==> src/rtl/cpu_pkg.sv <==
// Shared types and helpers for the memory-stage load/store unit.
// Holds the LSU state encoding, RV32I funct3 access codes and access-size decode.
package cpu_pkg;

  typedef enum logic [1:0] {
    StIdle,
    StWaitGnt,
    StWaitRvalid,
    StDone
  } lsu_state_t;

  typedef enum logic [1:0] {
    SzByte,
    SzHalf,
    SzWord
  } lsu_size_t;

  localparam logic [2:0] F3_B  = 3'b000;
  localparam logic [2:0] F3_H  = 3'b001;
  localparam logic [2:0] F3_W  = 3'b010;
  localparam logic [2:0] F3_BU = 3'b100;
  localparam logic [2:0] F3_HU = 3'b101;

  // Reserved encodings (011/110/111) fall through to word accesses.
  function automatic lsu_size_t f3_size(input logic [2:0] f3);
    lsu_size_t sz;
    case (f3)
      F3_B, F3_BU: sz = SzByte;
      F3_H, F3_HU: sz = SzHalf;
      F3_W:        sz = SzWord;
      default:     sz = SzWord;
    endcase
    return sz;
  endfunction

  function automatic logic is_misaligned(input logic [2:0] f3, input logic [1:0] offset);
    logic mis;
    case (f3_size(f3))
      SzByte:  mis = 1'b0;
      SzHalf:  mis = offset[0];
      default: mis = |offset;
    endcase
    return mis;
  endfunction

endpackage

==> src/rtl/mem_stage_lsu_if.sv <==
// Data-memory port of the LSU: req/gnt request phase, rvalid/rdata response phase.
interface mem_stage_lsu_if #(
  parameter int unsigned ADDR_W = 32,
  parameter int unsigned DATA_W = 32
) ();

  logic              req;
  logic              we;
  logic [3:0]        be;
  logic [ADDR_W-1:0] addr;
  logic [DATA_W-1:0] wdata;
  logic              gnt;
  logic              rvalid;
  logic [DATA_W-1:0] rdata;

  modport master (
    output req, we, be, addr, wdata,
    input  gnt, rvalid, rdata
  );

  modport slave (
    input  req, we, be, addr, wdata,
    output gnt, rvalid, rdata
  );

endinterface

==> src/rtl/lsu_align.sv <==
// Combinational lane logic: store byte-enable/replication and load extract/extend.
module lsu_align
  import cpu_pkg::*;
(
  input  logic [2:0]  st_funct3_i,
  input  logic [1:0]  st_offset_i,
  input  logic [31:0] st_data_i,
  output logic [3:0]  st_be_o,
  output logic [31:0] st_wdata_o,
  input  logic [2:0]  ld_funct3_i,
  input  logic [1:0]  ld_offset_i,
  input  logic [31:0] ld_rdata_i,
  output logic [31:0] ld_data_o
);

  logic [31:0] ld_shifted;
  logic        ld_signed;

  always_comb begin
    st_be_o    = 4'hF;
    st_wdata_o = st_data_i;
    case (f3_size(st_funct3_i))
      SzByte: begin
        st_be_o    = 4'b0001 << st_offset_i;
        st_wdata_o = {4{st_data_i[7:0]}};
      end
      SzHalf: begin
        st_be_o    = 4'b0011 << {st_offset_i[1], 1'b0};
        st_wdata_o = {2{st_data_i[15:0]}};
      end
      default: ;
    endcase
  end

  // Halfword loads are aligned, so a byte-granular shift also selects the right half.
  assign ld_shifted = ld_rdata_i >> {ld_offset_i, 3'b000};
  assign ld_signed  = ~ld_funct3_i[2];

  always_comb begin
    ld_data_o = ld_rdata_i;
    case (f3_size(ld_funct3_i))
      SzByte:  ld_data_o = {{24{ld_signed & ld_shifted[7]}}, ld_shifted[7:0]};
      SzHalf:  ld_data_o = {{16{ld_signed & ld_shifted[15]}}, ld_shifted[15:0]};
      default: ;
    endcase
  end

endmodule

==> src/rtl/mem_stage_lsu.sv <==
// Memory-stage LSU: issues req/gnt/rvalid transactions, stalls the pipeline while
// one is in flight, formats load data and flags misaligned accesses and bus timeouts.
module mem_stage_lsu
  import cpu_pkg::*;
#(
  parameter int unsigned ADDR_W         = 32,
  parameter int unsigned DATA_W         = 32,
  parameter int unsigned TIMEOUT_CYCLES = 255
) (
  input  logic              clk_i,
  input  logic              rst_i,
  input  logic              memreadM_i,
  input  logic              memwriteM_i,
  input  logic [2:0]        funct3M_i,
  input  logic [ADDR_W-1:0] aluresultM_i,
  input  logic [DATA_W-1:0] writedataM_i,
  output logic [DATA_W-1:0] readdataM_o,
  output logic              stallM_o,
  output logic              misaligned_o,
  output logic              buserr_o,
  mem_stage_lsu_if.master   dmem
);

  localparam logic [15:0] CntLast = 16'(TIMEOUT_CYCLES - 1);

  lsu_state_t        state_q, state_d;
  logic              active_q;
  logic [15:0]       cnt_q;
  logic [1:0]        off_q;
  logic [2:0]        f3_q;
  logic              we_q;
  logic [DATA_W-1:0] rdata_q;
  logic [ADDR_W-1:0] addr_q;
  logic [3:0]        be_q;
  logic [DATA_W-1:0] wdata_q;

  logic              access, mis_access, issue, in_wait, timeout;
  logic [3:0]        st_be, be_now;
  logic [DATA_W-1:0] st_wdata, ld_data;
  logic [ADDR_W-1:0] addr_now;

  assign access     = memreadM_i | memwriteM_i;
  assign mis_access = is_misaligned(funct3M_i, aluresultM_i[1:0]);
  // active_q keeps every output quiet on the first cycle after reset release.
  assign issue      = active_q && (state_q == StIdle) && access && !mis_access;
  assign in_wait    = (state_q == StWaitGnt) || (state_q == StWaitRvalid);
  assign timeout    = in_wait && (cnt_q == CntLast);
  assign addr_now   = {aluresultM_i[ADDR_W-1:2], 2'b00};
  assign be_now     = memwriteM_i ? st_be : 4'hF;

  lsu_align u_align (
    .st_funct3_i (funct3M_i),
    .st_offset_i (aluresultM_i[1:0]),
    .st_data_i   (writedataM_i),
    .st_be_o     (st_be),
    .st_wdata_o  (st_wdata),
    .ld_funct3_i (f3_q),
    .ld_offset_i (off_q),
    .ld_rdata_i  (rdata_q),
    .ld_data_o   (ld_data)
  );

  always_ff @(posedge clk_i or negedge rst_i) begin
    if (!rst_i) begin
      state_q <= StIdle;
    end else begin
      state_q <= state_d;
    end
  end

  always_comb begin
    state_d = state_q;
    unique case (state_q)
      StIdle: begin
        if (issue) state_d = dmem.gnt ? StWaitRvalid : StWaitGnt;
      end
      StWaitGnt: begin
        if (timeout)       state_d = StDone;
        else if (dmem.gnt) state_d = StWaitRvalid;
      end
      StWaitRvalid: begin
        if (timeout || dmem.rvalid) state_d = StDone;
      end
      StDone:  state_d = StIdle;
      default: state_d = StIdle;
    endcase
  end

  always_ff @(posedge clk_i or negedge rst_i) begin
    if (!rst_i) begin
      active_q <= 1'b0;
      cnt_q    <= '0;
      off_q    <= '0;
      f3_q     <= '0;
      we_q     <= 1'b0;
      rdata_q  <= '0;
      addr_q   <= '0;
      be_q     <= '0;
      wdata_q  <= '0;
    end else begin
      active_q <= 1'b1;
      if (issue) begin
        cnt_q   <= '0;
        off_q   <= aluresultM_i[1:0];
        f3_q    <= funct3M_i;
        we_q    <= memwriteM_i;
        addr_q  <= addr_now;
        be_q    <= be_now;
        wdata_q <= st_wdata;
      end else if (in_wait) begin
        cnt_q <= cnt_q + 16'd1;
      end
      // A timeout beats a same-cycle rvalid and leaves an all-zero buffer.
      if (timeout) begin
        rdata_q <= '0;
      end else if ((state_q == StWaitRvalid) && dmem.rvalid) begin
        rdata_q <= dmem.rdata;
      end
    end
  end

  always_comb begin
    dmem.req     = 1'b0;
    dmem.we      = 1'b0;
    dmem.be      = '0;
    dmem.addr    = '0;
    dmem.wdata   = '0;
    stallM_o     = 1'b0;
    misaligned_o = 1'b0;
    buserr_o     = 1'b0;
    readdataM_o  = '0;
    if (active_q) begin
      unique case (state_q)
        StIdle: begin
          if (access && mis_access) begin
            misaligned_o = 1'b1;
          end else if (access) begin
            dmem.req   = 1'b1;
            dmem.we    = memwriteM_i;
            dmem.be    = be_now;
            dmem.addr  = addr_now;
            dmem.wdata = st_wdata;
            stallM_o   = 1'b1;
          end
        end
        StWaitGnt: begin
          dmem.req   = 1'b1;
          dmem.we    = we_q;
          dmem.be    = be_q;
          dmem.addr  = addr_q;
          dmem.wdata = wdata_q;
          stallM_o   = 1'b1;
          buserr_o   = timeout;
        end
        StWaitRvalid: begin
          stallM_o = 1'b1;
          buserr_o = timeout;
        end
        StDone: begin
          readdataM_o = we_q ? '0 : ld_data;
        end
        default: ;
      endcase
    end
  end

endmodule

==> src/flat_wrapper.sv <==
// flat-port wrapper written by rule: the top's interface ports become plain ports
module mem_stage_lsu_flat import cpu_pkg::*;
#(
  parameter int unsigned ADDR_W         = 32,
  parameter int unsigned DATA_W         = 32,
  parameter int unsigned TIMEOUT_CYCLES = 255
)
  (clk_i, rst_i, memreadM_i, memwriteM_i, funct3M_i, aluresultM_i, writedataM_i, readdataM_o, stallM_o, misaligned_o, buserr_o, dmem_req, dmem_we, dmem_be, dmem_addr, dmem_wdata, dmem_gnt, dmem_rvalid, dmem_rdata);
  mem_stage_lsu_if #(.ADDR_W(ADDR_W), .DATA_W(DATA_W)) dmem_i ();
  input  logic clk_i;
  input  logic rst_i;
  input  logic memreadM_i;
  input  logic memwriteM_i;
  input  logic [2:0] funct3M_i;
  input  logic [ADDR_W-1:0] aluresultM_i;
  input  logic [DATA_W-1:0] writedataM_i;
  output logic [DATA_W-1:0] readdataM_o;
  output logic stallM_o;
  output logic misaligned_o;
  output logic buserr_o;
  output wire logic [$bits(dmem_i.req)-1:0] dmem_req;
  output wire logic [$bits(dmem_i.we)-1:0] dmem_we;
  output wire logic [$bits(dmem_i.be)-1:0] dmem_be;
  output wire logic [$bits(dmem_i.addr)-1:0] dmem_addr;
  output wire logic [$bits(dmem_i.wdata)-1:0] dmem_wdata;
  input wire logic [$bits(dmem_i.gnt)-1:0] dmem_gnt;
  input wire logic [$bits(dmem_i.rvalid)-1:0] dmem_rvalid;
  input wire logic [$bits(dmem_i.rdata)-1:0] dmem_rdata;
  assign dmem_req = dmem_i.req;
  assign dmem_we = dmem_i.we;
  assign dmem_be = dmem_i.be;
  assign dmem_addr = dmem_i.addr;
  assign dmem_wdata = dmem_i.wdata;
  assign dmem_i.gnt = dmem_gnt;
  assign dmem_i.rvalid = dmem_rvalid;
  assign dmem_i.rdata = dmem_rdata;
  mem_stage_lsu #(.ADDR_W(ADDR_W), .DATA_W(DATA_W), .TIMEOUT_CYCLES(TIMEOUT_CYCLES)) u_core (.clk_i(clk_i), .rst_i(rst_i), .memreadM_i(memreadM_i), .memwriteM_i(memwriteM_i), .funct3M_i(funct3M_i), .aluresultM_i(aluresultM_i), .writedataM_i(writedataM_i), .readdataM_o(readdataM_o), .stallM_o(stallM_o), .misaligned_o(misaligned_o), .buserr_o(buserr_o), .dmem(dmem_i));
endmodule
==> config.mk <==
export PLATFORM = sky130hd
export DESIGN_NAME = mem_stage_lsu_flat
export DESIGN_NICKNAME = d
export VERILOG_FILES = /design/src/rtl/cpu_pkg.sv /design/src/rtl/mem_stage_lsu_if.sv /design/src/rtl/lsu_align.sv /design/src/rtl/mem_stage_lsu.sv /design/src/flat_wrapper.sv
export SDC_FILE = /design/constraint.sdc
export NUM_CORES = 1
export LEC_CHECK = 0
export CAP_MARGIN = 20
export CORE_ASPECT_RATIO = 0.7
export CORE_MARGIN = 4
export CORE_UTILIZATION = 48
export CTS_CLUSTER_DIAMETER = 200
export DETAILED_ROUTE_END_ITERATION = 16
export GPL_TIMING_DRIVEN = 1
export HOLD_SLACK_MARGIN = 0.05
export PLACE_DENSITY = 0.82
export SETUP_SLACK_MARGIN = 0.15
export SLEW_MARGIN = 20
export SYNTH_ARGS = -nofsm -noshare
export SYNTH_HDL_FRONTEND = slang
export SYNTH_SLANG_ARGS = --single-unit
==> constraint.sdc <==
create_clock -name clk_i -period 3.23 [get_ports clk_i]
set_input_delay 0.969 -clock clk_i [delete_from_list [all_inputs] [get_ports clk_i]]
set_output_delay 0.969 -clock clk_i [all_outputs]
set_load 0.02 [all_outputs]
======== After elaboration in Yosys (flattened, before gate mapping) ========
Index checks and enable logic that the tools add are counted.
word-level totals
  bits in registers ....................... 123
  output and inout bits ................... 105
  input port bits ......................... 105
operators by class
  add/sub/neg operators ................... 1
  shift operators ......................... 3
  muxes and demuxes ....................... 47
  bitwise logic cells ..................... 4
  reductions and logical operators ........ 23
  equality and inequality tests ........... 15
operators by type and width
  kind                     number
  $mux W32                 11
  $pmux W32 S2             4
  $mux W16                 2
  $shr A32 B5 Y16          1
  $add A16 B1 Y16 const B  1
  $eq A16 B8 Y1 const B    1
  $mux W4                  4
  $pmux W4 S2              2
  $eq A3 B3 Y1 const B     4
  $mux W1                  12
  $reduce_or A2 Y1         6
  $mux W2                  5
  $pmux W1 S2              4
  $pmux W2 S2              2
  $pmux W2 S4              1
  $eq A2 B1 Y1 const B     3
  $eq A3 B1 Y1 const B     2
  $logic_and A1 B1 Y1      6
  $logic_not A2 Y1         3
  $logic_not A3 Y1         2
  $eq A2 B2 Y1 const B     2
  $reduce_bool A2 Y1       2
  $shl A1 B2 Y4 const A    1
  $shl A2 B2 Y4 const A    1
  other kinds (9)          11

======== Logic depth before layout (Yosys ltp) ========
Gate-level depths: netlist (run 1).
  depth after elaboration ................. 10
  depth in mapped cells ................... 8
  mapped depth without buffers ............ 6

======== Cells and area by module ========
Synthesis (run 1) repeated with hierarchy kept, for this count alone.
unflattened totals
  cell total of the unflattened synthesis .. 950
  area total of the unflattened synthesis .. 7,305.8 um2
by module, submodules not included
  module         instances  cells each  area an instance (um2)
  mem_stage_lsu  1          763         6,147.1
  lsu_align      1          187         1,158.6

======== Worst setup path before layout (run 1) ========
OpenSTA, ideal clock, no wires.
  path type ............................... input to output
  start point ............................. input funct3M_i[1]
  end point ............................... output stallM_o
  data required time ...................... 2.261 ns
  arrival time ............................ 2.402 ns
  path slack .............................. -0.141 ns
  stages .................................. 6
  path through ............................ buf_2 -> a21oi_2 -> o221a_2 -> clkbuf_1 -> nor2_1 -> nor3_1
between the ends
  cells in the longest elaborated chain, start to end .. 9
  elaborated cells on any way between the ends .. 14
  those cells by class .................... eq/ne (4); mux (5); reduce/logical (5)
RTL lines
  item                                                     RTL line              text
  start: declaration                                       flat_wrapper.sv:14    input logic [2:0] funct3M_i;
  $eq A3 B1 Y1, or another cell as far along               cpu_pkg.sv:27         case (f3)
  $reduce_or A2 Y1                                         cpu_pkg.sv:27
  $pmux W2 S2 *                                            cpu_pkg.sv:27
  $eq A2 B1 Y1 / $logic_not A2 Y1 (equally long branches)  cpu_pkg.sv:38         case (f3_size(f3))
  $pmux W1 S2 *                                            cpu_pkg.sv:38
  $logic_and A1 B1 Y1 *                                    mem_stage_lsu.sv:135  if (access && mis_access) begin
  $mux W1 *                                                mem_stage_lsu.sv:135
  $pmux W1 S2 *                                            mem_stage_lsu.sv:133  unique case (state_q)
  $mux W1 *                                                mem_stage_lsu.sv:132  if (active_q) begin
  end: declaration                                         flat_wrapper.sv:18    output logic stallM_o;
Every way passes the cells marked *; elsewhere a longest branch is shown, timed or not.

======== Final worst setup path (run 1) ========
  start point ............................. input writedataM_i[10]
  end point ............................... output dmem_wdata[26]
between the ends
  cells in the longest elaborated chain, start to end .. 5
RTL lines
  item                RTL line              text
  start: declaration  flat_wrapper.sv:16    input logic [DATA_W-1:0] writedataM_i;
  $pmux W32 S2        lsu_align.sv:22       case (f3_size(st_funct3_i))
  $mux W32            mem_stage_lsu.sv:137  end else if (access) begin
  $mux W32            mem_stage_lsu.sv:135
  $pmux W32 S2        mem_stage_lsu.sv:133
  $mux W32            mem_stage_lsu.sv:132
  end: declaration    flat_wrapper.sv:25    output wire logic [$bits(dmem_i.wdata)-1:0] dmem_wdata;
Every way passes these cells.

==> results.py, run 1 <==
metrics = {
    "route": {
        "drt_iter0_drc": 915,
        "vias": 8182,
        "vias_per_cell": 6.08,
        "drt_pre_antenna_iters": 6,
        "wl_per_cell_microns": 21.8,
        "drc": 0,
        "final_antenna_net_count": 0,
        "routed_wl_microns": 29400,
    },
    "placed_design": {
        "hpwl_microns": 16500,
        "placed_cells_incl_taps": 1265,
        "placed_cell_area_sq_mm": 0.00991,
        "gp_congestion": 0.937,
        "io_buffers": 207,
        "place_ws_ns": -0.837,
    },
    "power_and_ir_drop": {
        "comb_power_share_pct": 48.9,
        "power.leakage_nw": 5.27,
        "vdd_ir_drop_max_uv": 544,
        "p_sw_mw": 3.91,
        "clkPwrFrac_pct": 20.1,
        "intPower_mw": 5.43,
        "pwr-share-seq_pct": 31.0,
        "switching_share_pct": 41.9,
        "p_per_area_mw_per_mm2": 792,
    },
    "clock_tree": {
        "clkSinkCount": 123,
        "htree_levels": 4,
        "cts_tree": "built",
        "cts_buffers": 17,
        "root_buffer": "clkbuf_16",
        "clk_pin_slew_ns": 0.05,
        "clk_path_buf_depth": 2,
        "postCtsHoldBufs": 0,
        "clk_latency_ns": 0.42,
    },
    "worst_setup_path": {
        "cpPeakStageDelay_ns": 0.56,
        "crit_chain": "clkdlybuf4s50_1 -> mux2i_1 -> o21ai_1 -> a22oi_2 -> nor2_2 -> buf_6",
        "ff2ff_setup_slack_ns": 0.96,
        "start_kind": "input pin",
        "critPathSlowestCell": "clkdlybuf4s50_1",
        "critPathMaxFanout": 2,
        "cp.required_ns": 2.26,
        "r2r_start": "u_core.state_q[0]",
        "end_kind": "output pin",
        "r2r-end": "u_core.off_q[1]",
        "crit_arrival_ns": 2.43,
        "worstSetupPathType": "input pin to output pin",
        "worstRegToRegCells": 6,
    },
    "sta": {
        "min_period_ns": 3.40,
        "worstMarginPinSlew_ns": 0.777,
        "fmax_mhz": 294,
        "fin_skew_ns": 0.0127,
        "setup-violations-final": 61,
        "slew_violations": 0,
        "fin_crit_sh_pct": 105,
        "rsz0062_at_grt": "yes",
        "timing.final.ws_setup_ns": -0.170,
        "timing.max_slew.rel_slack_pct": 48.2,
        "finalHoldViolCount": 0,
    },
    "global_routing": {
        "first_global_vias": 7926,
        "grt_max_degree": 72,
        "grtUsageTotal_pct": 31.6,
        "grt.overflow.total": 0,
        "antenna_found_initial": 0,
        "grt_pass1_wl_microns": 42600,
    },
    "final_layout": {
        "fillers": 791,
        "fin_cells": 1345,
        "fin_nets": 1252,
        "layout-area-overhead-vs-synth_pct": 65.8,
        "drive_above_1_share_pct": 38.0,
        "final_area_sq_mm": 0.0118,
    },
    "synth": {
        "synth-xor-area-share_pct": 1.23,
        "ys_seq_area_share_pct": 43.3,
        "synth_top_family_by_area": "simple AND/OR/NAND/NOR gates",
        "ys_types": 56,
        "synth-async-reset-ratio_pct": 100,
        "synthAdderAreaFrac_pct": 1.23,
        "synth_edf_count": 0,
        "syn-cell-area_sq_mm": 0.00711,
        "synth_compound_area_share_pct": 17.7,
        "postSynthCellCount": 869,
        "yosys.area_share.simple_pct": 24.7,
        "ys_ff_latch": 123,
        "ys_warn_count": 0,
        "synth.mux.area_fraction_pct": 6.97,
        "synthFlopType": "dfrtp_1",
        "synth_area_per_cell_sq_um": 8.19,
    },
    "floorplanning": {
        "dieHeight_microns": 110,
        "dieArea_sq_mm": 0.0169,
        "io_pins": 210,
        "core_sq_mm": 0.0142,
        "start_util_pct": 50.0,
        "placementRows": 36,
        "die_w_microns": 154,
    },
    "job": {
        "maxCapViolations": 0,
    },
    "outcome": {
        "status": "complete, but fails checks",
        "violations": "setup timing",
    },
    "min_path": {
        "hold_depth": 2,
        "holdPathEnd": "u_core.addr_q[21]",
        "hp-class": "register to register",
        "holdCritStartpoint": "u_core.addr_q[21]",
    },
}
## Yosys cell counts, types with 3 or more instances
library cell / instances / area (sq um)
a2bb2oi_1: 8 / 70.1
nand2_1: 248 / 931
mux2i_1: 27 / 270
nand4_1: 5 / 31.3
o221a_2: 8 / 90.1
nor2_1: 93 / 349
buf_1: 3 / 11.3
o2bb2ai_1: 8 / 70.1
o21a_1: 3 / 22.5
ha_1: 7 / 87.6
nand3_1: 38 / 190
o31ai_1: 3 / 22.5
nor2b_1: 3 / 18.8
dfrtp_1: 123 / 3080
xor2_1: 8 / 70.1
inv_1: 9 / 33.8
nor3_1: 4 / 20.0
mux2_2: 16 / 180
a21oi_1: 52 / 260
buf_4: 3 / 22.5
o21ai_1: 6 / 30.0
clkbuf_1: 48 / 180
o21ai_0: 21 / 105
nand2b_1: 3 / 18.8
buf_2: 18 / 90.1
a22oi_1: 66 / 495
## worst max-delay path by stage
stage                      from  slack (ns)  cells after the start               to
2_1_floorplan      funct3M_i[1]        0.12                      6    dmem_addr[10]
3_3_place_gp       funct3M_i[1]       -0.83                      6   dmem_wdata[16]
3_5_place_dp       funct3M_i[1]       -0.84                      6   dmem_wdata[16]
4_1_cts            funct3M_i[0]       -0.07                     10     dmem_addr[4]
5_1_grt         u_core.off_q[1]       -0.19                      9  readdataM_o[21]
6_report       writedataM_i[10]       -0.17                      6   dmem_wdata[26]
## power by group through the flow
stage               registers [mW]  clock network, mW  logic [mW]
CTS                           2.79               1.87        4.18
floorplan                     2.57                  0        2.37
finish                        2.90               1.88        4.56
global placement              2.73                  0        3.49
global route                  2.94               1.97        4.88
detailed placement            2.75                  0        3.58
## routing by layer
metal	vias to the layer above	wire length [microns]	share of wire, %	track usage [%]
met5	-	0	0	0
met4	0	1230	4.2	9.83
met3	124	2870	9.8	7.12
met2	552	13900	47	51.0
met1	3951	11400	39	43.1
li1	3555	-	-	-
## critical path: cells and delay by family
kind                   cells  cell delay [ns]
AOI/OAI and AO/OA          2             0.44
buffers and inverters      2             0.70
muxes                      1             0.15
and+or+nand+nor            1             0.17
## registers in the layout, summed over array words and instances (netlist names)
register         cells
u_core.f3_q          3
u_core.be_q          4
u_core.cnt_q        16
u_core.wdata_q      32
u_core.we_q          1
u_core.state_q       2
u_core.active_q      1
u_core.rdata_q      32
u_core.addr_q       30
u_core.off_q         2
## through the flow
step	hold WS (ns)	setup TNS (ns)	power [mW]	util (%)
floorplan	0.447	0	4.95	-
global placement	0.458	-51.38	6.22	69.7
detailed placement	0.463	-52.32	6.33	69.7
CTS	0.479	-0.914	8.84	80.2
global route	0.518	-5.67	9.79	82.8
finish	0.501	-2.66	9.34	82.9
## final cells by class
| type | count | area [sq um] | area share [%] |
|---|---|---|---|
| diodes | 2 | 5.00 | 0.0424 |
| clock buffers | 21 | 450 | 3.82 |
| clock inverters | 11 | 121 | 1.03 |
| inverters | 9 | 33.8 | 0.286 |
| multi-input cells | 667 | 4520 | 38.3 |
| flip-flops and latches | 123 | 3080 | 26.1 |
| well taps | 190 | 238 | 2.02 |
| repair buffers | 322 | 3350 | 28.4 |
## placed cells by master (no fill, tap or decap), types with 6 or more instances in the layout
cell type,count
clkdlybuf4s50_1,84
nand2_1,234
nor2_2,50
mux2i_1,13
nand3_1,38
buf_6,104
nand2_4,7
dlygate4sd2_1,23
dfrtp_1,122
nor2_1,39
inv_1,9
buf_4,80
nand2_2,7
mux2i_4,9
mux2_2,16
o21ai_1,8
xor2_1,8
o221a_2,7
a2bb2oi_2,8
a22oi_1,8
o21ai_0,12
buf_12,13
a21oi_1,51
o2bb2ai_1,8
clkbuf_16,17
dlymetal6s2s_1,6
a22oi_2,59
o21ai_2,6
## kinds of logic after synthesis
logic type / after synthesis
multiplexers: 46
buffers and inverters: 81
AO/OA/AOI/OAI: 186
XOR/XNOR: 10
AND/OR/NAND/NOR: 414
adder cells (fa/ha/maj): 7
other: 2
flip-flops: 123
## repair_timing
item / 4_1_cts / 5_1_grt
setup buffers: 27 / 11
cloned: 8 / 0
pin swaps: 61 / 55
endpoints found under the setup margin: 103 / 95
gates resized for setup: 683 / 70
Note: power is estimated with default switching activity, not from simulation.
==> run 2, diff against run 1 <==
Settings changed: MAX_ROUTING_LAYER set to met4.
==> results.py, run 2 (same netlist as run 1, synthesis figures left out) <==
metrics = {
    "sta": {
        "fmax_mhz": 300,
        "setup-violations-final": 64,
        "fin_crit_sh_pct": 103,
        "worstMarginPinSlew_ns": 0.782,
        "finalHoldViolCount": 0,
        "slew_violations": 0,
        "hold-worst-slack_ns": 0.461,
        "timing.final.ws_setup_ns": -0.102,
        "timing.max_slew.rel_slack_pct": 47.9,
        "min_period_ns": 3.33,
        "fin_skew_ns": 0.00865,
        "setup_tns_ns": -2.86,
        "rsz0062_at_grt": "yes",
    },
    "worst_setup_path": {
        "critPathMaxFanout": 8,
        "cpPeakStageDelay_ns": 0.19,
        "r2r_start": "u_core.state_q[1]",
        "cp.required_ns": 2.26,
        "critPathSlowestCell": "a21oi_4",
        "worstRegToRegCells": 6,
        "crit_top_cell": "buf_6",
        "r2r-end": "u_core.wdata_q[9]",
        "start_kind": "input pin",
        "worstSetupPathType": "input pin to output pin",
        "cp_top_family": "buffers and inverters",
        "cp_num_buf_inv": 6,
        "crit_arrival_ns": 2.36,
        "ff2ff_setup_slack_ns": 1.00,
        "end_kind": "output pin",
        "crit_cells": 10,
        "crit_chain": "buf_8 -> buf_6 -> a21oi_4 -> buf_4 -> buf_6 -> o221ai_2 -> buf_6 -> a2bb2oi_2 -> nor2_2 -> buf_6",
    },
    "final_layout": {
        "layout-area-overhead-vs-synth_pct": 64.3,
        "multiInputGateArea_sq_mm": 0.00447,
        "layout.cells.most_common": "nand2_1",
        "fin_nets": 1243,
        "largestRegisters": "u_core.rdata_q x32, u_core.wdata_q x32, u_core.addr_q x30",
        "layout_common_cells": "nand2_1, dfrtp_1, buf_6",
        "seqCellArea_sq_mm": 0.00308,
        "fillers": 811,
        "drive_above_1_share_pct": 37.6,
    },
    "floorplanning": {
        "dieArea_sq_mm": 0.0169,
        "placementRows": 36,
        "die_w_microns": 154,
        "core_sq_mm": 0.0142,
        "start_util_pct": 50.0,
        "io_pins": 210,
        "dieHeight_microns": 110,
    },
    "clock_tree": {
        "cts_tree": "built",
        "htree_levels": 4,
        "root_buffer": "clkbuf_16",
        "clk_latency_ns": 0.42,
        "cts_buffers": 17,
        "clk_pin_slew_ns": 0.06,
        "clk_path_buf_depth": 2,
        "clkSinkCount": 123,
    },
    "route": {
        "wl_per_cell_microns": 21.3,
        "final_antenna_net_count": 0,
        "drt_iter0_drc": 881,
        "vias_per_cell": 6.02,
        "drc": 0,
        "vias": 8059,
        "drt_pre_antenna_iters": 6,
        "routed_wl_microns": 28500,
    },
    "outcome": {
        "violations": "setup timing",
        "status": "complete, but fails checks",
    },
    "global_routing": {
        "antenna_found_initial": 2,
        "grtUsageTotal_pct": 31.7,
        "grt.overflow.total": 0,
        "grt_max_degree": 72,
        "first_global_vias": 7727,
        "grt_pass1_wl_microns": 41100,
    },
    "power_and_ir_drop": {
        "intPower_mw": 5.42,
        "power.leakage_nw": 5.19,
        "pwr-share-seq_pct": 31.1,
        "vdd_ir_drop_max_uv": 430,
        "finalPower_mw": 9.27,
        "p_per_area_mw_per_mm2": 794,
        "comb_power_share_pct": 47.3,
        "p_sw_mw": 3.85,
        "switching_share_pct": 41.6,
        "clkPwrFrac_pct": 21.5,
    },
    "min_path": {
        "hp-class": "input pin to asynchronous set/reset pin",
    },
    "job": {
        "maxCapViolations": 0,
    },
    "placed_design": {
        "io_buffers": 207,
        "gp_congestion": 0.951,
        "place_ws_ns": -0.826,
        "hpwl_microns": 16400,
    },
}
==> run 2: changes by cell type in the layout (fill, tap and decap cells not counted), moves of 5 or more <==
cell / delta
a22oi_2: -9
dlymetal6s2s_1: -5
buf_6: -11
a22oi_1: +9
==> run 2: per-layer routing <==
metal  routed length, microns  part of all wire [%]  track usage, %  vias to the layer above
li1                         -                     -               -                     3531
met1                    11500                    40            41.8                     3935
met2                    13100                    46            47.3                      494
met3                     2780                   9.8            8.42                       99
met4                     1130                   4.0            12.2                        0
met5                        0                     0               -                        -
==> run 2: final cells by class <==
type | count | share of cell area, %
clock inverter | 14 | 1.46
multi-input combinational | 666 | 38.3
inverter | 9 | 0.289
clock buffer | 18 | 3.76
antenna | 4 | 0.0857
timing repair buffer | 314 | 27.7
tap | 190 | 2.03
sequential | 123 | 26.4
==> run 2: power by group through the flow <==
stage | registers, mW | clock network [mW] | logic, mW
2_1_floorplan | 2.57 | 0 | 2.37
3_3_place_gp | 2.73 | 0 | 3.50
3_5_place_dp | 2.74 | 0 | 3.59
4_1_cts | 2.79 | 1.99 | 4.06
5_1_grt | 2.93 | 2.07 | 4.70
6_report | 2.89 | 2.00 | 4.39
==> run 2: stage by stage <==
step                      instances  util (%)  cell area [sq um]
final                          1338      82.1              11700
after global routing           1336      82.0              11700
after CTS                      1327      79.4              11300
after detailed placement       1264      69.6               9910
after global placement         1264      69.6               9910
after floorplan                 870         -               7280
==> run 2: how the worst max path moves through the flow <==
stage | startpoint | end | slack [ns]
4_1_cts | funct3M_i[0] | dmem_addr[13] | -0.07
2_1_floorplan | funct3M_i[1] | dmem_addr[10] | 0.12
3_3_place_gp | funct3M_i[0] | dmem_wdata[31] | -0.77
3_5_place_dp | funct3M_i[0] | dmem_wdata[11] | -0.83
5_1_grt | funct3M_i[0] | dmem_be[2] | -0.15
6_report | aluresultM_i[0] | dmem_wdata[9] | -0.10
==> run 2: repair_timing <==
action,4_1_cts,5_1_grt
cloned,6,0
resized for setup,660,87
setup endpoints to repair,103,95
hold buffers,0,0
buffers inserted,25,7
pin swaps,47,40
==> run 3, diff against run 2 <==
Settings changed: CAP_MARGIN 20 to not set.
==> results of run 3 <==
The final DEF is identical to that of run 2; final timing and power are the same.
==> edit 1, RTL diff (settings of run 3) <==
`ADDR_W` is set to 32 in 3 places; all go to 16.
--- a/src/rtl/mem_stage_lsu_if.sv
+++ b/src/rtl/mem_stage_lsu_if.sv
@@ -2,3 +2,3 @@
 interface mem_stage_lsu_if #(
-  parameter int unsigned ADDR_W = 32,
+  parameter int unsigned ADDR_W = 16,
   parameter int unsigned DATA_W = 32
--- a/src/rtl/mem_stage_lsu.sv
+++ b/src/rtl/mem_stage_lsu.sv
@@ -5,3 +5,3 @@
 #(
-  parameter int unsigned ADDR_W         = 32,
+  parameter int unsigned ADDR_W         = 16,
   parameter int unsigned DATA_W         = 32,
--- a/src/flat_wrapper.sv
+++ b/src/flat_wrapper.sv
@@ -3,3 +3,3 @@
 #(
-  parameter int unsigned ADDR_W         = 32,
+  parameter int unsigned ADDR_W         = 16,
   parameter int unsigned DATA_W         = 32,
Ports: changed (resized aluresultM_i and dmem_addr); port bits go from 210 to 178. The function was not compared with the original's and may differ.
==> edit 1 against run 3 <==
The flow still finishes with violations (setup timing); total power shrank 20%; design area shrank 17%; sequential cell count shrank 16; worst setup slack gained 0.094 ns; register-to-register slack lost 0.04 ns; global-route usage shrank 2.8 points; wire length shrank 22%; utilization shrank 8.3 points; die area shrank 9.3%; area after synthesis shrank 9.9%; sequential share of layout area grew 1.4 points.
==> edit 1: results (changes against run 3) <==
| Metric | Value |
|---|---|
| Status | complete, but fails checks |
| Failing checks | setup timing |
| Place WS | -0.867 ns (-0.0414 ns) |
| Gr usage total | 0.289 (-0.0280) |
| Share of layout cells above drive strength 1 | 0.345 (-0.0305) |
| Final setup violation count | 2 (-97%) |
| Vias in the first global route | 6,373 (-18%) |
| Clk cell area share | 0.0329 (-0.0192) |
| Multi-input gate share of total cell area | 0.395 (+0.0119) |
| Fillers | 896 (+10%) |
| Port Buf Inserts | 175 (-15%) |
| Diodes inserted | 1 (-3) |
| Power Density | 770 nW/um^2 (-3.0%) |
| Placed Cells incl. Taps | 1,096 (-13%) |
| CLK BUF | 11 (-7) |
| Seq/total area | 0.277 (+0.0139) |
| Worst reg2reg path depth | 9 (+3) |
| Sequential power share | 0.331 (+0.020) |
| Comb power | 3.77 mW (-14%) |
| Met2 Resource Use GR | 0.428 (-0.0449) |
| Initial antenna violation count | 1 (-1) |
| Non-clk invs | 7 (-2) |
| Postcts setup bufs | 11 (-56%) |
| Synth top area cells | dfrtp_1 (42%), nand2_1 (10%), a22oi_1 (6.1%), nor2_1 (4.7%), mux2i_1 (4.1%) |
| M3 GR Usage | 0.0711 (-0.0131) |
| DP Area | 8730 um^2 (-12%) |
| Mux cell area share after synthesis | 0.0945 (+0.0248) |
| Post-synthesis compound-gate area fraction | 0.164 (-0.0127) |
| Worst hold path class | reg -> reg |
| Met1 WL | 9270 um (-19%) |
| Met3 Wirelength | 1910 um (-31%) |
| Clk slew on worst S/H paths | 0.08 ns (+0.02 ns) |
| Post-synth top cells | nand2_1 (176), dfrtp_1 (107), nor2_1 (81) |
| WL final | 22,300 um (-22%) |
| Final worst slack | -0.00849 ns (+0.0937 ns) |
| Worst Clk Skew | 0.0113 ns (+0.00261 ns) |
| Biggest regs | u_core.rdata_q (32), u_core.wdata_q (32), u_core.cnt_q (16) |
| TritonCTS Buffers | 9 (-8) |
| First-iteration detailed-routing DRC count | 572 (-35%) |
| Leak | 4.35 nW (-16%) |
| Syn Inst Count | 756 (-13%) |
| Multi-In Gates | 580 (-13%) |
| Post-DR wirelength/cell | 19.7 um (-7.6%) |
| HPWL Detailed | 14,200 um (-13%) |
| Via density per instance | 5.82 (-3.4%) |
| Final TNS setup | -0.0113 ns (+2.85 ns) |
| Routed wl met2 | 10,300 um (-22%) |
| Synth Area in XOR/XNOR | 0.0205 (+0.00819) |
| Sequential area share after synthesis | 0.418 (-0.0149) |
| Buffers, non-clock | 258 (-18%) |
| Switching pwr | 3.09 mW (-20%) |
| Netlist Area Pre-Place | 6410 um^2 (-9.9%) |
| GR Util met1 | 0.391 (-0.0277) |
| First-pass GRT wire length | 34,800 um (-16%) |
| Crit Path Max Fanout | 5 (-3) |
| Flops & latches, synth | 107 (-13%) |
| Arrival time worst endpoint | 2.27 ns (-0.09 ns) |
| GP Congestion | 0.911 (-4.2%) |
| Worst vdd ir | 0.431 mV (+0.26%) |
==> edit 1: changes by cell type in the layout (fill, tap and decap cells not counted), sizes merged, moves of 6 or more <==
cell / change
nand2: -61
buf: -57
dfrtp: -16
a22oi: -15
clkdlybuf4s50: -15
clkbuf: +14
mux2: +9
nor2: -9
clkinv: -8
dlygate4sd2: -7
o2bb2ai: -6
xnor2: +6
==> edit 1: worst paths after layout <==
| check | startpoint | endpoint | slack [ns] |
|---|---|---|---|
| min in group asynchronous | rst_i | u_core.rdata_q[26] | 0.56 |
| setup reg to reg | u_core.state_q[0] | u_core.wdata_q[16] | 0.96 |
| setup / recovery | aluresultM_i[1] | dmem_addr[12] | -0.008 |
| max in group asynchronous | rst_i | u_core.cnt_q[11] | 1.96 |
| hold reg to reg | u_core.wdata_q[18] | u_core.wdata_q[18] | 0.50 |
| hold / removal | u_core.wdata_q[18] | u_core.wdata_q[18] | 0.50 |
==> edit 2, RTL diff (config.mk and constraints of run 3) <==
Made on the original files. Put a register stage on the output `buserr_o`. The value now appears one clock later. The other outputs are not delayed to match.
--- a/src/rtl/mem_stage_lsu.sv
+++ b/src/rtl/mem_stage_lsu.sv
@@ -24,2 +24,4 @@
   localparam logic [15:0] CntLast = 16'(TIMEOUT_CYCLES - 1);
+
+  logic buserr_d;
 
@@ -129,3 +131,3 @@
     misaligned_o = 1'b0;
-    buserr_o     = 1'b0;
+    buserr_d     = 1'b0;
     readdataM_o  = '0;
@@ -152,3 +154,3 @@
           stallM_o   = 1'b1;
-          buserr_o   = timeout;
+          buserr_d   = timeout;
         end
@@ -156,3 +158,3 @@
           stallM_o = 1'b1;
-          buserr_o = timeout;
+          buserr_d = timeout;
         end
@@ -166,2 +168,6 @@
 
+  always_ff @(posedge clk_i) begin
+    buserr_o <= buserr_d;
+  end
+
 endmodule
Check against the original RTL: same outputs for any inputs over 4 cycles, from zero or initial values and one cycle with rst_i low; that may be too few to reach the edited logic, so the function may still have changed.
==> edit 2 against run 3 <==
The flow still finishes with violations (setup timing); wire length increased by 7.9%; design area up 1.1%; worst setup slack worse by 0.0022 ns; area after synthesis shrank 0.60%; sequential cell count rose by 1; count of clock-buffer cells in the layout rose by 1; total power rose by 5.3%; synthesized cell count unchanged; largest cell class unchanged.
==> edit 2: results (changes against run 3) <==
| Metric | Value |
|---|---|
| Status | complete, but fails checks |
| Failing checks | setup timing |
| Synth top area cells | dfrtp_1 (44%), nand2_1 (13%), a22oi_1 (7.2%), nor2_1 (5.1%), mux2i_1 (4.0%) |
| Distinct cells, synth | 48 (-14%) |
| Placed Cells incl. Taps | 1,263 (-0.079%) |
| Worst hold path class | reg -> reg |
| Fillers | 786 (-3.1%) |
| Reg-to-reg endpoint | u_core.rdata_q[4] |
| Worst R2R Start | u_core.state_q[0] |
| Largest net degree at the start of global routing | 71 (-1.4%) |
| Worst Clk Skew | 0.00789 ns (-0.000752 ns) |
| First-pass GRT wire length | 43,300 um (+5.3%) |
| GR Util met1 | 0.430 (+0.0113) |
| Final worst slack | -0.104 ns (-0.00221 ns) |
| GP Congestion | 0.911 (-4.2%) |
| Crit Path Max Fanout | 7 (-1) |
| Final Hold Slack | 0.483 ns (+0.0222 ns) |
| Final setup violation count | 29 (-55%) |
| Synthesized area per cell | 8.14 um^2 (-0.60%) |
| Place WS | -0.881 ns (-0.0554 ns) |
| Vias in the first global route | 7,959 (+3.0%) |
| Slowest-stage cell, CP | o221a_4 |
| Reg2Reg Setup Slack | 0.66 ns (-0.34 ns) |
| Post-synth top cells | nand2_1 (248), dfrtp_1 (123), nor2_1 (96) |
| DP Area | 9860 um^2 (-0.52%) |
| First-iteration detailed-routing DRC count | 1,054 (+20%) |
| Pre-Repair DR Iteration Count | 8 (+2) |
| Gr usage total | 0.337 (+0.0196) |
| Critical Path Sink | dmem_wdata[22] |
| Worst vdd ir | 0.485 mV (+13%) |
edit 2: timing repair:
action	4_1_cts	5_1_grt
setup buffers	42	15
gates resized for setup	632	86
endpoints found under the setup margin	102	100
pin swaps	33	46
cloned	7	0
edit 2: worst min-delay path by stage:
stage,startpoint,end,cells past startpoint
finish,u_core.wdata_q[0],u_core.wdata_q[0],2
global route,u_core.wdata_q[31],u_core.wdata_q[31],2
CTS,u_core.addr_q[17],u_core.addr_q[17],2
detailed placement,u_core.addr_q[17],u_core.addr_q[17],2
global placement,u_core.wdata_q[1],u_core.wdata_q[1],2
floorplan,u_core.addr_q[10],u_core.addr_q[10],2
edit 2: cell families after synthesis:
kind of cell	synth area share
AND/OR/NAND/NOR	0.244
flip-flops	0.438
AO/OA/AOI/OAI	0.172
XOR/XNOR	0.0161
multiplexers	0.0683
other	0.00106
adder cells (fa/ha/maj)	0.0124
buffers and inverters	0.0474
edit 2: metrics by stage:
stage                      util  power, mW  setup TNS (ns)
after floorplan               -       5.05               0
after global placement    0.695       6.28          -51.70
after detailed placement  0.695       6.42          -54.80
after CTS                 0.804       9.16          -0.271
after global routing      0.832       10.2           -2.28
final                     0.833       9.76           -1.06
edit 2: layer usage:
metal	up-vias	wire length [um]	part of all wire
li1	3566	-	-
met1	4056	11700	0.38
met2	681	14400	0.47
met3	164	3050	0.099
met4	0	1550	0.051
met5	-	0	0
edit 2: layout make-up:
cell class,instances,share of cell area
clock inverter,13,0.0142
sequential,124,0.263
timing repair buffer,338,0.295
antenna,3,0.000635
tap,190,0.0201
multi-input combinational,665,0.366
inverter,10,0.00318
clock buffer,19,0.0383
edit 2: power by group:
group	total, mW	switching (mW)	internal [mW]
logic	4.77	2.63	2.14
clock network	2.00	0.746	1.26
registers	2.98	0.713	2.27
